--- config.mk ---
export PLATFORM = sky130hd
export DESIGN_NAME = int_sequencer
export DESIGN_NICKNAME = d
export VERILOG_FILES = /design/src/rtl/int_sequencer.sv
export SDC_FILE = /design/constraint.sdc
export NUM_CORES = 1
export LEC_CHECK = 0
export ABC_AREA = 1
export CORE_MARGIN = 2
export CORE_UTILIZATION = 42
export DETAILED_ROUTE_END_ITERATION = 10
export GPL_TIMING_DRIVEN = 0
export PLACE_DENSITY_LB_ADDON = 0.05
export SLEW_MARGIN = 20
export SYNTH_ARGS = -nofsm -noshare
export SYNTH_HDL_FRONTEND = slang
export SYNTH_SLANG_ARGS = --single-unit
export TNS_END_PERCENT = 30
--- constraint.sdc ---
create_clock -name clk -period 1.5 [get_ports clk]
set_input_delay 0.3 -clock clk [delete_from_list [all_inputs] [get_ports clk]]
set_output_delay 0.3 -clock clk [all_outputs]
set_load 0.1 [all_outputs]
--- src/rtl/int_sequencer.sv ---
// Interrupt entry/exit sequencer: stacks the return PC on entry, jumps to the vector,
// and on RETI unstacks the PC, restores SP and acknowledges the interrupt controller.
module int_sequencer #(
   parameter logic [15:0] SP_RESET = 16'hFFFF
) (
   input  logic        clk,
   input  logic        reset,
   input  logic        cauch_int,
   input  logic [15:0] int_address,
   input  logic        instr_boundary,
   input  logic        reti,
   input  logic        ei,
   input  logic        di,
   input  logic [15:0] pc_in,
   input  logic [15:0] sp_in,
   output logic [15:0] pc_out,
   output logic        pc_we,
   output logic [15:0] sp_out,
   output logic        sp_we,
   output logic [15:0] mem_addr,
   output logic [7:0]  mem_wdata,
   input  logic [7:0]  mem_rdata,
   output logic        mem_we,
   output logic        mem_re,
   input  logic        mem_ready,
   output logic        clr_int,
   output logic        busy,
   output logic        ie,
   output logic        in_isr
);

   typedef enum logic [3:0] {
      IDLE, PUSH_HI, PUSH_LO, VECTOR, IN_ISR, POP_LO, POP_HI, RESTORE, ACK
   } state_t;

   state_t      state, state_next;
   logic        ie_next;
   logic [15:0] ret_pc, ret_pc_next;
   logic [15:0] sp_work, sp_work_next;
   logic [15:0] vec, vec_next;
   logic        accept;

   // State and working registers; reset abandons any sequence in flight
   always_ff @(posedge clk) begin
      if (reset) begin
         state   <= IDLE;
         ie      <= 1'b0;
         ret_pc  <= 16'h0000;
         sp_work <= SP_RESET;
         vec     <= 16'h0000;
      end else begin
         state   <= state_next;
         ie      <= ie_next;
         ret_pc  <= ret_pc_next;
         sp_work <= sp_work_next;
         vec     <= vec_next;
      end
   end

   assign accept = (state == IDLE) && cauch_int && ie && instr_boundary;

   // Next-state, datapath updates and all bus/strobe outputs
   always_comb begin
      state_next   = state;
      ret_pc_next  = ret_pc;
      sp_work_next = sp_work;
      vec_next     = vec;
      ie_next      = ie;
      pc_out       = 16'h0000;
      pc_we        = 1'b0;
      sp_out       = 16'h0000;
      sp_we        = 1'b0;
      mem_addr     = 16'h0000;
      mem_wdata    = 8'h00;
      mem_we       = 1'b0;
      mem_re       = 1'b0;
      clr_int      = 1'b0;
      busy         = 1'b0;
      in_isr       = 1'b0;

      case (state)
         IDLE: begin
            if (accept) begin
               state_next   = PUSH_HI;
               ret_pc_next  = pc_in;
               sp_work_next = sp_in;
               vec_next     = int_address;
            end
         end
         PUSH_HI: begin
            busy      = 1'b1;
            mem_we    = 1'b1;
            mem_addr  = sp_work;
            mem_wdata = ret_pc[15:8];
            if (mem_ready) begin
               sp_work_next = sp_work - 16'd1;
               state_next   = PUSH_LO;
            end
         end
         PUSH_LO: begin
            busy      = 1'b1;
            mem_we    = 1'b1;
            mem_addr  = sp_work;
            mem_wdata = ret_pc[7:0];
            if (mem_ready) begin
               sp_work_next = sp_work - 16'd1;
               state_next   = VECTOR;
            end
         end
         VECTOR: begin
            busy       = 1'b1;
            pc_out     = vec;
            pc_we      = 1'b1;
            sp_out     = sp_work;
            sp_we      = 1'b1;
            state_next = IN_ISR;
         end
         IN_ISR: begin
            // No nesting: pending interrupts are not sampled while a handler runs
            in_isr = 1'b1;
            if (reti) begin
               sp_work_next = sp_in;
               state_next   = POP_LO;
            end
         end
         POP_LO: begin
            busy     = 1'b1;
            mem_re   = 1'b1;
            mem_addr = sp_work + 16'd1;
            if (mem_ready) begin
               ret_pc_next[7:0] = mem_rdata;
               sp_work_next     = sp_work + 16'd1;
               state_next       = POP_HI;
            end
         end
         POP_HI: begin
            busy     = 1'b1;
            mem_re   = 1'b1;
            mem_addr = sp_work + 16'd1;
            if (mem_ready) begin
               ret_pc_next[15:8] = mem_rdata;
               sp_work_next      = sp_work + 16'd1;
               state_next        = RESTORE;
            end
         end
         RESTORE: begin
            busy       = 1'b1;
            pc_out     = ret_pc;
            pc_we      = 1'b1;
            sp_out     = sp_work;
            sp_we      = 1'b1;
            ie_next    = 1'b1;
            state_next = ACK;
         end
         ACK: begin
            busy       = 1'b1;
            clr_int    = 1'b1;
            state_next = IDLE;
         end
         default: state_next = IDLE;
      endcase

      // Priority: di over ei, and entry's clear over both
      if (ei)
         ie_next = 1'b1;
      if (di)
         ie_next = 1'b0;
      if (accept)
         ie_next = 1'b0;
   end

endmodule

Word-level counts from Yosys, hierarchy flattened

Cells that the tools add are included.

$add $sub $neg: 2
Equal/unequal tests: 16
Mux-type cells: 28
Reductions and logical operators: 18

Operator list:

| cell                  | count |
|---|---|
| $mux 16               | 6 |
| $pmux 16 s2           | 2 |
| $pmux 16 s4           | 1 |
| $pmux 8 s2            | 3 |
| $pmux 4 s8            | 1 |
| $mux 4                | 6 |
| $add 16x1->16 const B | 1 |
| $eq 4x3->1 const B    | 4 |
| $sub 16x1->16 const B | 1 |
| $ne 2x2->1 const B    | 6 |
| $eq 4x2->1 const B    | 2 |
| $mux 1                | 8 |
| $mux 8                | 1 |
| $reduce_or 7->1       | 1 |
| $reduce_and 3->1      | 2 |
| $reduce_and 6->1      | 1 |
| $reduce_bool 2->1     | 3 |
| $reduce_or 2->1       | 3 |
| $reduce_and 5->1      | 1 |
| $eq 4x1->1 const B    | 1 |
| $eq 4x4->1 const B    | 1 |
| $logic_not 4->1       | 1 |
| $ne 2x1->1 const B    | 2 |
| $reduce_bool 4->1     | 1 |
| other kinds (3)       | 5 |

Register bits: 53
Bits of input ports: 64
Output and inout bits: 64

Longest topological paths before layout

Word-level depth: 6
Mapped depth: 11

Worst setup path after synthesis

Ideal clock, no wire load.

Path kind: reg2out
From: reg state[1]
To: out sp_out[10]
Arrival time: 3741 ps
Required time: 1200 ps
Setup slack: -2541 ps
Stages on the path, launching flop included: 6
Path through: dfxtp_1 -> nand2_1 -> nor2_1 -> inv_1 -> clkbuf_1 -> nor2_1

Word-level cells in the longest chain between the ends: 3
Elaborated cells between the ends (all ways): 4
Those cells by class: eq/ne (2); mux (1); reduce/logical (1)

Ends and longest elaborated chain:

| element                                  | RTL line | text |
|---|---|---|
| from (decl)                              | 36       | `state_t state, state_next;` |
| from (signal assigned)                   | 52       | `state <= state_next;` |
| $eq 4x3->1 or $eq 4x2->1 (tied branches) | 81       | `case (state)` |
| $reduce_or 2->1 (no source line) *       | -        |  |
| $mux 16 *                                | 81       |  |
| to (decl)                                | 18       | `output logic [15:0] sp_out,` |

Every way passes the cells marked *; elsewhere a longest branch is shown, timed or not.

Worst setup path in the final report

From: reg state[3]
To: out mem_addr[8]

Word-level cells in the longest chain between the ends: 3
Elaborated cells between the ends (all ways): 7
Those cells by class: eq/ne (4); mux (1); reduce/logical (2)

Ends and longest elaborated chain:

| element                                  | RTL line | text |
|---|---|---|
| $eq 4x3->1, or another cell as far along | 81       |  |
| $reduce_or 2->1 (no source line)         | -        |  |
| $pmux 16 s2 *                            | 81       |  |
| to (decl)                                | 20       | `output logic [15:0] mem_addr,` |

Marked as above.

==> impl_metrics.toml <==
[pwr]
power-per-cell-area_nw_per_um2 = 2309
p_leak_nw = 3.139
vdd_drop_max_mv = 1.389

[worst_setup_path]
end_kind = "output port"
critPathKind = "flip-flop to output port"
reg2reg_slack_ps = -460
r2r_end = "ret_pc[10]$_SDFFE_PP0P_"
start_kind = "flip-flop"
cp_data_arrival_time_ps = 1920
worstPathMaxFanout = 7
r2r-start = "state[3]$_SDFFE_PP0P_"
critPathRequiredTime_ps = 1200
reg2regPathDepth = 11

[floorplanning]
die-area_um2 = 9638
initial_core_util = 0.4292
chipHeight_um = 98.18
rows = 34
core_um2 = 8678
dieWidth_um = 98.18
pin_count = 128

[cells_and_area]
final_cell_mix = "nand2_1 (129), nor2_1 (81), buf_12 (67)"
final_nets = 886
fillerInstances = 435
layout.cells.non_filler = 929
synthToLayoutAreaGrowth_pct = 104.4
layout_commonest_cell = "nand2_1"
antenna_cells = 0
fin_area_um2 = 7612
utilization = 0.8772
drive_gt1_frac = 0.3849

[clock_tree]
numCtsBuffers = 5
clock_path_buffers = 2
cts-root-buf = "clkbuf_8"
cts_tree = "yes"
cts.clk_slew.worst_paths_ps = 110
htreeDepth = 2
ctsHoldBuffers = 0
cts_sinks = 53
clock_latency_ps = 320

[place]
place_congestion = 0.9368
place_hpwl_um = 10210
numPortBuffers = 127
place_area_um2 = 5679
dp.cells = 873

[logic_synthesis]
syn_area_per_cell_um2 = 5.838
synth_seq_cells = 53
yosys_warnings = 0
netlist_area_um2 = 3725
synth.distinct_cells = 31
netlist_instances = 638
yosysSeqAreaShare = 0.2849
syn_nets = 704

[sta]
worst_slew_pin_slew_ps = 659.1
max_slew_margin = 0.5606
setup_tns_ps = -47030
maxSlewViolCount = 0
timing.final.crit_share = 1.478
skew_ps = 14.11
setup_viol = 114
fmax_mhz = 451.1
rsz0062_at_grt = "true"
setup_ws_ps = -716.8
finalHoldViolations = 0
finalCriticalPeriod_ps = 2217

[global_route]
grt.total_usage = 0.3224
grt_util_met1 = 0.3391
top_usage_layer = "met2"
grt_pass1_vias = 5136
use_met3 = 0.05440
gr-total-overflow = 0
grt_pass1_wl_um = 25080
grt_use_met2 = 0.6070
antenna_found_initial = 0
grt_max_degree = 17

[detailed_routing]
drtIter0Drc = 344
antenna_left = 0
vias_per_cell = 5.813
vias = 5400
wl_per_cell_um = 19.29
wl_um = 17920
dr.pass1.iters = 7
drc = 0

[min_path]
whs_path_depth = 3
whs_endpoint = "sp_work[14]$_SDFFE_PP1P_"
hold_path_class = "primary input to flip-flop"
min_from = "reset"

[flow_run]
maxCapViolCount = 0

[status]
violations = "negative setup slack"
status = "finished with violations"
-- stage by stage --
stage | setup WS, ps | total power [mW] | hold slack, ps
5_1_grt | -774.9 | 18.26 | 467.0
6_report | -716.8 | 17.58 | 448.1
3_5_place_dp | -1656 | 12.11 | 488.1
4_1_cts | -728.8 | 16.01 | 514.2
2_1_floorplan | -693.2 | 9.894 | 381.9
3_3_place_gp | -1594 | 11.96 | 483.9
-- final cells by class --
cell class,instances,area [µm²],area share
Multi-Input combinational cell,487,3238,0.4254
Timing Repair Buffer,187,2447,0.3215
Sequential cell,53,1119,0.1469
Inverter,67,316.6,0.04158
Buffer,19,227.7,0.02991
Tap cell,108,135.1,0.01775
Clock buffer,6,93.84,0.01233
Clock inverter,2,35.03,0.004602
-- report_power, final --
group | switching [mW] | internal [mW] | leakage [nW]
combinational | 8.90 | 5.18 | 2.64
clock | 0.525 | 0.597 | 0.0663
sequential | 0.578 | 1.80 | 0.435
-- worst max path at each step --
stage                          startpoint          end  slack (ps)
floorplan           state[0]$_SDFFE_PP0P_   sp_out[10]        -690
global placement    state[0]$_SDFFE_PP0P_  mem_addr[8]       -1590
detailed placement  state[0]$_SDFFE_PP0P_  mem_addr[8]       -1660
CTS                 state[0]$_SDFFE_PP0P_  mem_addr[8]        -730
global route        state[0]$_SDFFE_PP0P_  mem_addr[8]        -770
finish              state[3]$_SDFFE_PP0P_  mem_addr[8]        -720
-- cell families (layout without fill, tap and decap cells) --
kind of cell,after synthesis,count (layout),synth area share
compound gates,122,122,0.1760
fa+ha+maj,2,2,0.006717
buf+inv,99,281,0.1122
flops,53,53,0.2849
simple gates,362,363,0.4202
-- synthesized netlist by cell type --
| master | n | area (µm²) |
|---|---|---|
| nand4_1 | 4 | 25.02 |
| inv_2 | 3 | 11.26 |
| nor2_2 | 2 | 12.51 |
| nand3_1 | 79 | 395.4 |
| a21oi_1 | 16 | 80.08 |
| inv_1 | 59 | 221.5 |
| o21a_4 | 2 | 30.03 |
| clkinv_1 | 1 | 3.750 |
| o22ai_1 | 9 | 56.30 |
| nand2_2 | 8 | 50.05 |
| nand3_2 | 2 | 20.02 |
| o21ai_1 | 21 | 105.1 |
| nand2_1 | 138 | 518.0 |
| nor3_1 | 1 | 5.000 |
| buf_2 | 4 | 20.02 |
| o21a_1 | 1 | 7.510 |
| nor2_4 | 2 | 22.52 |
| inv_4 | 4 | 25.02 |
| clkbuf_2 | 1 | 5.000 |
| buf_4 | 2 | 15.01 |
| buf_6 | 3 | 33.78 |
| o21ai_0 | 69 | 345.3 |
| dfxtp_1 | 53 | 1061 |
| o211ai_1 | 3 | 22.52 |
| nand3b_1 | 1 | 7.510 |
| nand2_4 | 1 | 11.26 |
| nor2_8 | 2 | 40.04 |
| nor2_1 | 122 | 457.9 |
| clkbuf_1 | 22 | 82.58 |
| a2111oi_0 | 1 | 8.760 |
| ha_1 | 2 | 25.02 |
-- critical path, stage by stage (launching register included) --
cell,delay [ps]
dfxtp_4,390
nor2_4,230
buf_4,180
nand2_8,60
nand2_8,100
inv_12,50
clkbuf_16,160
o22ai_4,210
buf_12,200
-- repair_timing --
action | CTS | global route
setup buffers | 20 | 36
gates cloned | 2 | 3
endpoints found under the setup margin | 109 | 107
resized for setup | 667 | 92
hold endpoints to repair | 0 | 0
pin swaps | 13 | 13
-- flip-flops by register name (all words and copies together) (netlist names) --
signal and cells:
ret_pc 16, sp_work 16, vec 16, state 4, ie 1
-- layer usage --
layer / up-vias / wire, µm
met5: - / 0
met4: 0 / 1061
met3: 92 / 1205
met1: 2532 / 6124
li1: 2438 / -
met2: 338 / 9525
No activity file was read; power rests on OpenSTA's default activity.
